<file path="src/rtl/done_period_meter.sv">
// done_period_meter
//   Measures the number of clk cycles between consecutive rising edges of
//   done_in, which comes from an upstream counter. Each measurement goes out
//   through a one-entry valid/ready output register. A measurement that
//   arrives while that register is still full is dropped, and a sticky
//   overrun flag is set.
//
// Parameters
//   PW  width of the period counter and of the period output
//   NW  width of the accepted-measurement counter
//
// Ports
//   clk           sole clock, rising edge
//   a_rst         asynchronous reset, active-high
//   clear         synchronous clear, active-high
//   done_in       done from the upstream counter, synchronous to clk
//   period        cycle count between two done_in rising edges
//   period_sat    1 = the period counter saturated during this measurement
//   period_valid  period/period_sat hold a pending measurement
//   period_ready  consumer accepts when period_valid && period_ready
//   overrun       sticky; a measurement was dropped because the output was full
//   num_periods   count of measurements loaded into the output register
//
// Every output is a register, so no input reaches an output combinationally.
module done_period_meter #(
  parameter int PW = 16,
  parameter int NW = 8
) (
  input  logic          clk,
  input  logic          a_rst,
  input  logic          clear,
  input  logic          done_in,
  output logic [PW-1:0] period,
  output logic          period_sat,
  output logic          period_valid,
  input  logic          period_ready,
  output logic          overrun,
  output logic [NW-1:0] num_periods
);

  typedef enum logic {
    IDLE,
    MEASURE
  } state_t;

  localparam logic [PW-1:0] CNT_MAX = '1;

  state_t        state;
  logic [PW-1:0] cnt;
  logic          sat_q;
  logic          done_q;
  logic          rise;
  logic          accept;
  logic          can_load;

  // done_q resets to 0, so done_in already high after reset counts as a rise.
  assign rise     = done_in && !done_q;
  assign accept   = period_valid && period_ready;
  // The output slot is free if it is empty or is being emptied this cycle.
  assign can_load = !period_valid || period_ready;

  // NOTE: sequential state uses non-blocking assignments only, so every
  // right-hand side below reads the value from before this clock edge.
  always_ff @(posedge clk or posedge a_rst) begin
    if (a_rst) begin
      state        <= IDLE;
      cnt          <= '0;
      sat_q        <= 1'b0;
      done_q       <= 1'b0;
      period       <= '0;
      period_sat   <= 1'b0;
      period_valid <= 1'b0;
      overrun      <= 1'b0;
      num_periods  <= '0;
    end else begin
      // The edge detector keeps sampling during clear, so a level held
      // across clear does not produce a second rise.
      done_q <= done_in;

      if (clear) begin
        state        <= IDLE;
        cnt          <= '0;
        sat_q        <= 1'b0;
        period_valid <= 1'b0;
        overrun      <= 1'b0;
        num_periods  <= '0;
      end else begin
        // An acceptance empties the slot. A load in this same cycle
        // (below) assigns period_valid later and overrides this.
        if (accept) begin
          period_valid <= 1'b0;
        end

        case (state)
          IDLE: begin
            if (rise) begin
              state <= MEASURE;
              cnt   <= {{(PW-1){1'b0}}, 1'b1};
              sat_q <= 1'b0;
            end
          end

          MEASURE: begin
            if (rise) begin
              if (can_load) begin
                period       <= cnt;
                period_sat   <= sat_q;
                period_valid <= 1'b1;
                num_periods  <= num_periods + 1'b1;
              end else begin
                overrun <= 1'b1;
              end
              // The rise cycle is cycle 0 of the next measurement, so the
              // counter restarts at 1.
              cnt   <= {{(PW-1){1'b0}}, 1'b1};
              sat_q <= 1'b0;
            end else if (cnt != CNT_MAX) begin
              cnt <= cnt + 1'b1;
              if (cnt == CNT_MAX - 1'b1) begin
                sat_q <= 1'b1;
              end
            end
          end

          default: state <= IDLE;
        endcase
      end
    end
  end

endmodule

</file>
<file path="config.mk">
export PLATFORM = sky130hd
export DESIGN_NAME = done_period_meter
export DESIGN_NICKNAME = d
export VERILOG_FILES = /design/src/rtl/done_period_meter.sv
export SDC_FILE = /design/constraint.sdc
export NUM_CORES = 1
export LEC_CHECK = 0
export ABC_CLOCK_PERIOD_IN_PS = 2400
export CAP_MARGIN = 20
export CORE_AREA = 4 4 69 71
export DETAILED_ROUTE_END_ITERATION = 12
export DIE_AREA = 0 0 73 75
export MAX_ROUTING_LAYER = met4
export PLACE_DENSITY = 0.77
export REMOVE_ABC_BUFFERS = 1
export SYNTH_ARGS = -nofsm -noshare
export SYNTH_HDL_FRONTEND = slang
export SYNTH_SLANG_ARGS = --single-unit
</file>
<file path="constraint.sdc">
create_clock -name clk -period 2.4 [get_ports clk]
set_input_delay 0.36 -clock clk [delete_from_list [all_inputs] [get_ports clk]]
set_output_delay 0.36 -clock clk [all_outputs]
set_load 0.005 [all_outputs]
</file>
# --- Word level (Yosys, flattened, before mapping) ---
# Index checks and enable logic that the tools add are counted.
# Widths: inputs -> output; s select.
classes:
  eq_ne: 6
  bitwise: 2
  n_addsub: 2
  mux: 27
  n_reduce_logical: 13
op_table:
  columns: ["cell", "count"]
  rows:
  - ["$mux 16", 4]
  - ["$mux 8", 4]
  - ["$pmux 16 s2", 1]
  - ["$mux 1", 17]
  - ["$add 16x1->16 const B", 1]
  - ["$eq 16x16->1 const B", 1]
  - ["$ne 16x16->1 const B", 1]
  - ["$reduce_and 3->1", 3]
  - ["$add 8x1->8 const B", 1]
  - ["$ne 4x2->1 const B", 2]
  - ["$reduce_bool 2->1", 3]
  - ["$reduce_and 4->1", 1]
  - ["$ne 3x3->1 const B", 1]
  - ["$logic_and 1x1->1", 2]
  - ["$logic_not 1->1", 2]
  - ["$ne 2x2->1 const B", 1]
  - ["$not 1->1", 2]
  - ["$pmux 1 s2", 1]
  - ["$reduce_and 2->1", 1]
  - ["$logic_or 1x1->1", 1]
word_totals:
  inputBits: 5
  output_inout_bits: 27
  wordCells: 59
  reg_bits: 46

# --- Depth between registers and ports, before layout ---
# Gate-level depths: netlist of the first run.
depth:
  depth_word: 6
  depth_mapped: 6
  ltp_nobuf: 6

# --- Worst setup path after synthesis of the first run ---
# Ideal clock, no wire load.
synth_timing:
  path_type: "register to register"
  startpoint: "register period_valid"
  endpoint: "register period[0]"
  period_less_slack_ns: 1.683
  setup_ns: 0.125
  arrival_time_ns: 1.558
  path_stages_with_launch: 5
  path_buffers: 1
  slack_ns: 0.717
  t_required_ns: 2.275
  path_cell_list: "dfrtp_1 nor2b_1 nor3_2 buf_2 mux2_2"
synth_via:
  elab_chain_len: 3
synth_rtl:
  columns: ["item", "line_no", "rtl"]
  rows:
  - ["start, declared", "35", "output logic period_valid,"]
  - ["start signal, assigned", "72", "period_valid <= 1'b0;"]
  - ["start signal, assigned", "84", "period_valid <= 1'b0;"]
  - ["start signal, assigned", "91", "period_valid <= 1'b0;"]
  - ["$logic_not 1->1", "60", "assign can_load = !period_valid || period_ready;"]
  - ["$logic_or 1x1->1", "60", null]
  - ["$reduce_and 4->1 (no source line)", null, null]
  - ["end signal, assigned", "106", "period <= cnt;"]
  - ["end, declared", "33", "output logic [PW-1:0] period,"]
# No other way between the ends.
# A chain may end at the register's enable or synchronous reset.

# --- Final worst setup path of the first run ---
layout_timing:
  startpoint: "register cnt[1]"
  endpoint: "register cnt[15]"
layout_via:
  elab_chain_len: 5
  word_cells_on_any_way: 8
  cone_classes: "1 x add/sub; 2 x eq/ne; 4 x mux; 1 x reduce/logical"
layout_rtl:
  columns: ["item", "line_no", "rtl"]
  rows:
  - ["start, declared", "49", "logic [PW-1:0] cnt;"]
  - ["start signal, assigned", "98", "cnt <= {{(PW-1){1'b0}}, 1'b1};"]
  - ["start signal, assigned", "115", "cnt <= {{(PW-1){1'b0}}, 1'b1};"]
  - ["start signal, assigned", "118", "cnt <= cnt + 1'b1;"]
  - ["$add 16x1->16", "118", null]
  - ["$mux 16", "117", "end else if (cnt != CNT_MAX) begin"]
  - ["$mux 16", "104", "if (rise) begin"]
  - ["$pmux 16 s2", "94", "case (state)"]
  - ["$mux 16", "80", "if (clear) begin"]
# Parallel ways exist; a longest one is shown, timed or not. The select of a mux whose other input is x is not followed.

==> run metrics, run 1 <==
Synth Flop Type dfrtp_1; synthesis-to-finish area growth 22.7%; Setup CP Type reg -> reg; antenna diode count 0; Min Clock Period, post-route around 2000 ps; Syn Inst Count between 150 and 200; total power 1.32 mW; total wire length around 4200 um; Distinct cells, synth 37; slew margin rel. 0.465; 1st-iter DRT viols 72; CTS buffer count 5; Hold Fails Final Rpt 0; actual slew at the worst max-slew pin around 800 ps; Die Ht 75 um; I/O Pins 32; most numerous cell in the Yosys netlist dfrtp_1; Clock Sinks 46; CTS H-Tree Depth 2; synthesis-stage register bit count 46; area occupied by multi-input gates about 950 um^2; RSZ-0062 raised after global routing false; Critical Path End Type flip-flop; clk slew on worst S/H paths 80 ps; DRC violations left 0; average vias per placed instance between 5 and 6; share of the synthesized area in the top cell type 0.533; Post-synth ARST share 1.00; Max Root-Sink Buffers 2; CTS tree done; crit-path max FO 8; initial antenna violation count 0; warnings from Yosys 0; Peak Freq just over 500 MHz; status finished, final reports clean; Register Area about 1200 um^2; worst skew pair latency ~300 ps; Die Width around 73 um; max_cap viols 0; CP required about 2600 ps; IO buf count 31; CTS Root Cell clkbuf_8; setup total negative slack 0 ps; FF-to-FF setup slack ~430 ps; nets around 240; Final Max Slew Viols 0; Mapped Area roughly 2200 um^2; leakage power approximately 1.2 nW; Worst Path Arrival roughly 2100 ps; sequential area share after synthesis 0.533; post-CTS sizing 0; top post-synthesis cells by area dfrtp_1 53%, mux2_2 8.9%, xor2_1 5.7%; Initial Utilization 0.510; gpl congestion 0.894; GRT Total Usage 0.180; Pwr per Cell Area 499 nW/um^2; remaining global-route overflow 0; Setup Fix Bufs, Post-CTS 0; largest net degree at the start of global routing 27; commonest cells in the netlist 46 x dfrtp_1, 30 x nor2_1, 17 x mux2_2; Final period util 0.819; core box area between 4000 and 5000 um^2; first-pass GRT wire length 7370 um; hold_ws around 420 ps; DR vias around 1,600; Wirelength per Cell roughly 15 um; Post-synth EDFFs 0; 1st-pass router iterations 4; Mean Syn Cell Area about 11 um^2; # hold bufs at CTS 0; vias in the first global route roughly 1,500; Final setup viols 0; CP Launch Type flip-flop; VDD IR max just over 0.3 mV; clk_skew about 2.5 ps; Antenna Nets Post-Route 0; Fillers roughly 340; Rows 24; cell taking the most area after synthesis dfrtp_1; hold crit path type in -> async; Die Footprint about 5500 um^2; DP HPWL slightly below 3000 um; layout cells sized above 1 0.159
[report_power, final]
group / switching, mW / leakage (nW) / internal (mW) / total (mW)
registers: 0.0106 / 0.637 / 0.785 / 0.796
clock network: 0.237 / 0.0383 / 0.201 / 0.437
logic: 0.0482 / 0.505 / 0.0397 / 0.0879
[path summary, 6_finish.rpt]
path	from	to	cells past startpoint
max reg2reg	cnt[1]	cnt[15]	5
max	cnt[1]	cnt[15]	5
min in group clk	period[15]	period[15]	1
min	a_rst	period_sat	2
min reg2reg	period[15]	period[15]	1
max in group asynchronous	a_rst	period[0]	3
[logic make-up (layout without fill, tap and decap cells)]
kind of cell               Yosys count  after routing  synth area share
muxes                               19             19            0.0979
adders and majority gates            3              3            0.0174
DFF                                 46             46             0.533
xor gates and xnor gates            16             16            0.0649
buffers and inverters               12             52            0.0266
AOI/OAI and AO/OA                   20             20            0.0690
and+or+nand+nor                     77             77             0.191
[placed cells by master, fill, tap and decap left out, drive strengths merged, types with 3 or more instances in the layout]
cell | netlist | final
dfrtp | 46 | 46
clkdlybuf4s50 | 0 | 31
nor2 | 30 | 30
mux2 | 17 | 17
nand4 | 15 | 15
xor2 | 14 | 14
buf | 3 | 8
clkbuf | 3 | 7
a21oi | 6 | 6
inv | 6 | 5
nand2 | 5 | 5
nand3 | 5 | 5
nor3 | 5 | 5
and4 | 4 | 4
o21ai | 4 | 4
a31oi | 3 | 3
or3 | 3 | 3
ha | 3 | 3
and2 | 3 | 3
[stage by stage]
step	std cells	setup slack (ps)	area [um^2]	util
after floorplan	187	513	2120	-
after global placement	278	347	2570	0.608
after detailed placement	278	296	2570	0.608
after CTS	285	442	2650	0.626
after global routing	285	310	2650	0.626
final	285	433	2650	0.626
[registers in the layout (all words and copies together), names as in the netlist]
name,cells
num_periods,8
period_valid,1
done_q,1
period_sat,1
sat_q,1
overrun,1
state,1
period,16
cnt,16
[per-layer routing]
metal,up-vias,GRT usage,routed length (um)
met5,-,-,0
met4,0,0.0676,76
met3,9,0.0401,166
met2,35,0.250,1900
met1,780,0.255,2030
li1,764,-,-
[cell type report]
class / count / share of cell area
sequential: 46 / 0.435
multi-input combinational: 135 / 0.359
clock buffer: 7 / 0.0288
inverter: 6 / 0.00850
tap: 52 / 0.0246
timing repair buffer: 39 / 0.145
[worst max-delay path: stages, from the launching register on]
cell and delay (ps):
dfrtp_1 470, ha_1 290, nand4_1 340, o311ai_0 500, xor2_1 180, nor2_1 60
Note: power is estimated with default switching activity, not from simulation.
==> run 2: changes to the inputs <==
ABC_CLOCK_PERIOD_IN_PS = 2000   (was 2400)
clock period = 2 ns   (was 2.4 ns; I/O delays follow)
==> run 2 against run 1 <==
  * Sequential cell count did not move
  * Register-to-register slack lost 230 ps
  * Clock skew grew 2.7 ps
  * Highest routed layer unchanged
==> run metrics, run 2 (synthesized netlist as in run 1, its figures left out) <==
post-CTS sizing 0 (unchanged); Wirelength per Cell 14.3 um (was 14.7 um); status finished, final reports clean (unchanged); synthesis-to-finish area growth 27.5% (was 22.7%); setup total negative slack 0 ps (unchanged); actual slew at the worst max-slew pin 392 ps (was 798 ps); final core utilization 0.650 (was 0.626); hold_ws 341 ps (was 419 ps); Die Footprint 5480 um^2 (unchanged); Min Clock Period, post-route 1790 ps (was 1970 ps); Final period util 0.897 (was 0.819); CP Launch Type flip-flop (unchanged); average vias per placed instance 5.44 (was 5.57); CP required 2190 ps (was 2560 ps); Largest regs cnt (16), period (16), num_periods (8) (unchanged); VDD IR max 0.541 mV (was 0.309 mV); remaining global-route overflow 0 (unchanged); Clock Sinks 46 (unchanged); Max Root-Sink Buffers 2 (unchanged); FF-to-FF setup slack 210 ps (was 430 ps); Final setup viols 0 (unchanged); leakage power 1.24 nW (was 1.18 nW); R2R depth 6 (was 5); Die Width 73 um (unchanged); Rows 24 (unchanged); largest net degree at the start of global routing 47 (was 27); Initial Utilization 0.510 (unchanged); Hold Fails Final Rpt 0 (unchanged); 1st-iter DRT viols 66 (was 72); Setup Fix Bufs, Post-CTS 0 (unchanged); layout cells sized above 1 0.188 (was 0.159); Setup CP Type reg -> reg (unchanged); Antenna Nets Post-Route 0 (unchanged); DP HPWL 2950 um (was 2970 um); DRC violations left 0 (unchanged); hold crit path type in -> async (unchanged); slew margin rel. 0.736 (was 0.465); commonest non-fill, non-tap cell in the layout dfrtp_1 (unchanged); total wire length 4160 um (was 4180 um); # hold bufs at CTS 0 (unchanged); DR vias 1,584 (was 1,588); Post-Layout Cell Count 291 (was 285); CTS tree done (unchanged); gpl congestion 0.888 (was 0.894); Peak Freq 557 MHz (was 508 MHz); DP Cell Count 283 (was 278); RSZ-0062 raised after global routing false (unchanged); initial antenna violation count 0 (unchanged); clk slew on worst S/H paths 80 ps (about the same); first-pass GRT wire length 7210 um (was 7370 um); CTS H-Tree Depth 2 (unchanged); Pwr per Cell Area 693 nW/um^2 (was 499 nW/um^2); CTS Root Cell clkbuf_8 (unchanged); IO buf count 31 (unchanged); nets 246 (was 241); max_cap viols 0 (unchanged); core box area 4230 um^2 (unchanged); Fillers 333 (was 342); clk_skew 5.20 ps (was 2.54 ps); crit-path max FO 6 (was 8); CTS buffer count 5 (unchanged); most frequent cells in the layout 46 x dfrtp_1, 31 x clkdlybuf4s50_1, 30 x nor2_1, 17 x mux2_2 (unchanged); I/O Pins 32 (unchanged); Worst Path Arrival 1980 ps (was 2130 ps); Final Max Slew Viols 0 (unchanged); vias in the first global route 1,541 (was 1,487); antenna diode count 0 (unchanged); Critical Path End Type flip-flop (unchanged); Die Ht 75 um (unchanged); 1st-pass router iterations 4 (unchanged); GRT Total Usage 0.176 (was 0.180); worst skew pair latency 300 ps (about the same)
-- run 2: cell count changes in the layout (fill, tap and decap cells not counted) --
| cell | previous run | this run |
|---|---|---|
| clkbuf_1 | 2 | 0 |
| buf_4 | 7 | 12 |
| clkbuf_8 | 5 | 6 |
| bufinv_16 | 0 | 2 |
-- run 2: cell type report --
type / count / area [um^2] / share of cell area
clock inverters: 2 / 60.1 / 0.0218
clock buffers: 6 / 82.6 / 0.0300
well taps: 52 / 65.1 / 0.0236
flip-flops and latches: 46 / 1150 / 0.418
inverters: 6 / 22.5 / 0.00818
multi-input cells: 135 / 951 / 0.345
repair buffers: 44 / 420 / 0.153
-- run 2: through the flow --
step	setup slack (ps)	power, mW	area, um^2
5_1_grt	30.8	1.98	2750
3_3_place_gp	68.0	1.09	2610
4_1_cts	197	1.92	2750
3_5_place_dp	45.0	1.09	2610
2_1_floorplan	113	1.02	2120
6_report	206	1.91	2750
-- run 2: layer usage --
layer  track usage  vias up  routed length (um)
li1              -      781                   -
met1         0.222      753                1890
met2         0.284       42                2030
met3        0.0360        8                 171
met4        0.0615        0                  65
met5             -        -                   0
-- run 2: path summary, 6_finish.rpt --
check,to,start
setup / recovery,cnt[0],cnt[11]
hold / removal,period[13],a_rst
setup reg to reg,cnt[0],cnt[11]
hold reg to reg,overrun,overrun
max in group asynchronous,cnt[5],a_rst
min in group clk,overrun,overrun
-- run 2: critical path: stages, from the launching register on --
cell and delay [ps]:
dfrtp_1 430, and4_1 310, nand4_1 210, nor3_2 340, buf_4 190, nor2_1 40, o22a_1 170
-- run 2: power breakdown --
group | switching [mW] | total, mW | internal, mW
clock | 0.308 | 0.841 | 0.533
sequential | 0.00951 | 0.951 | 0.942
combinational | 0.0620 | 0.116 | 0.0539
total | 0.380 | 1.91 | 1.53
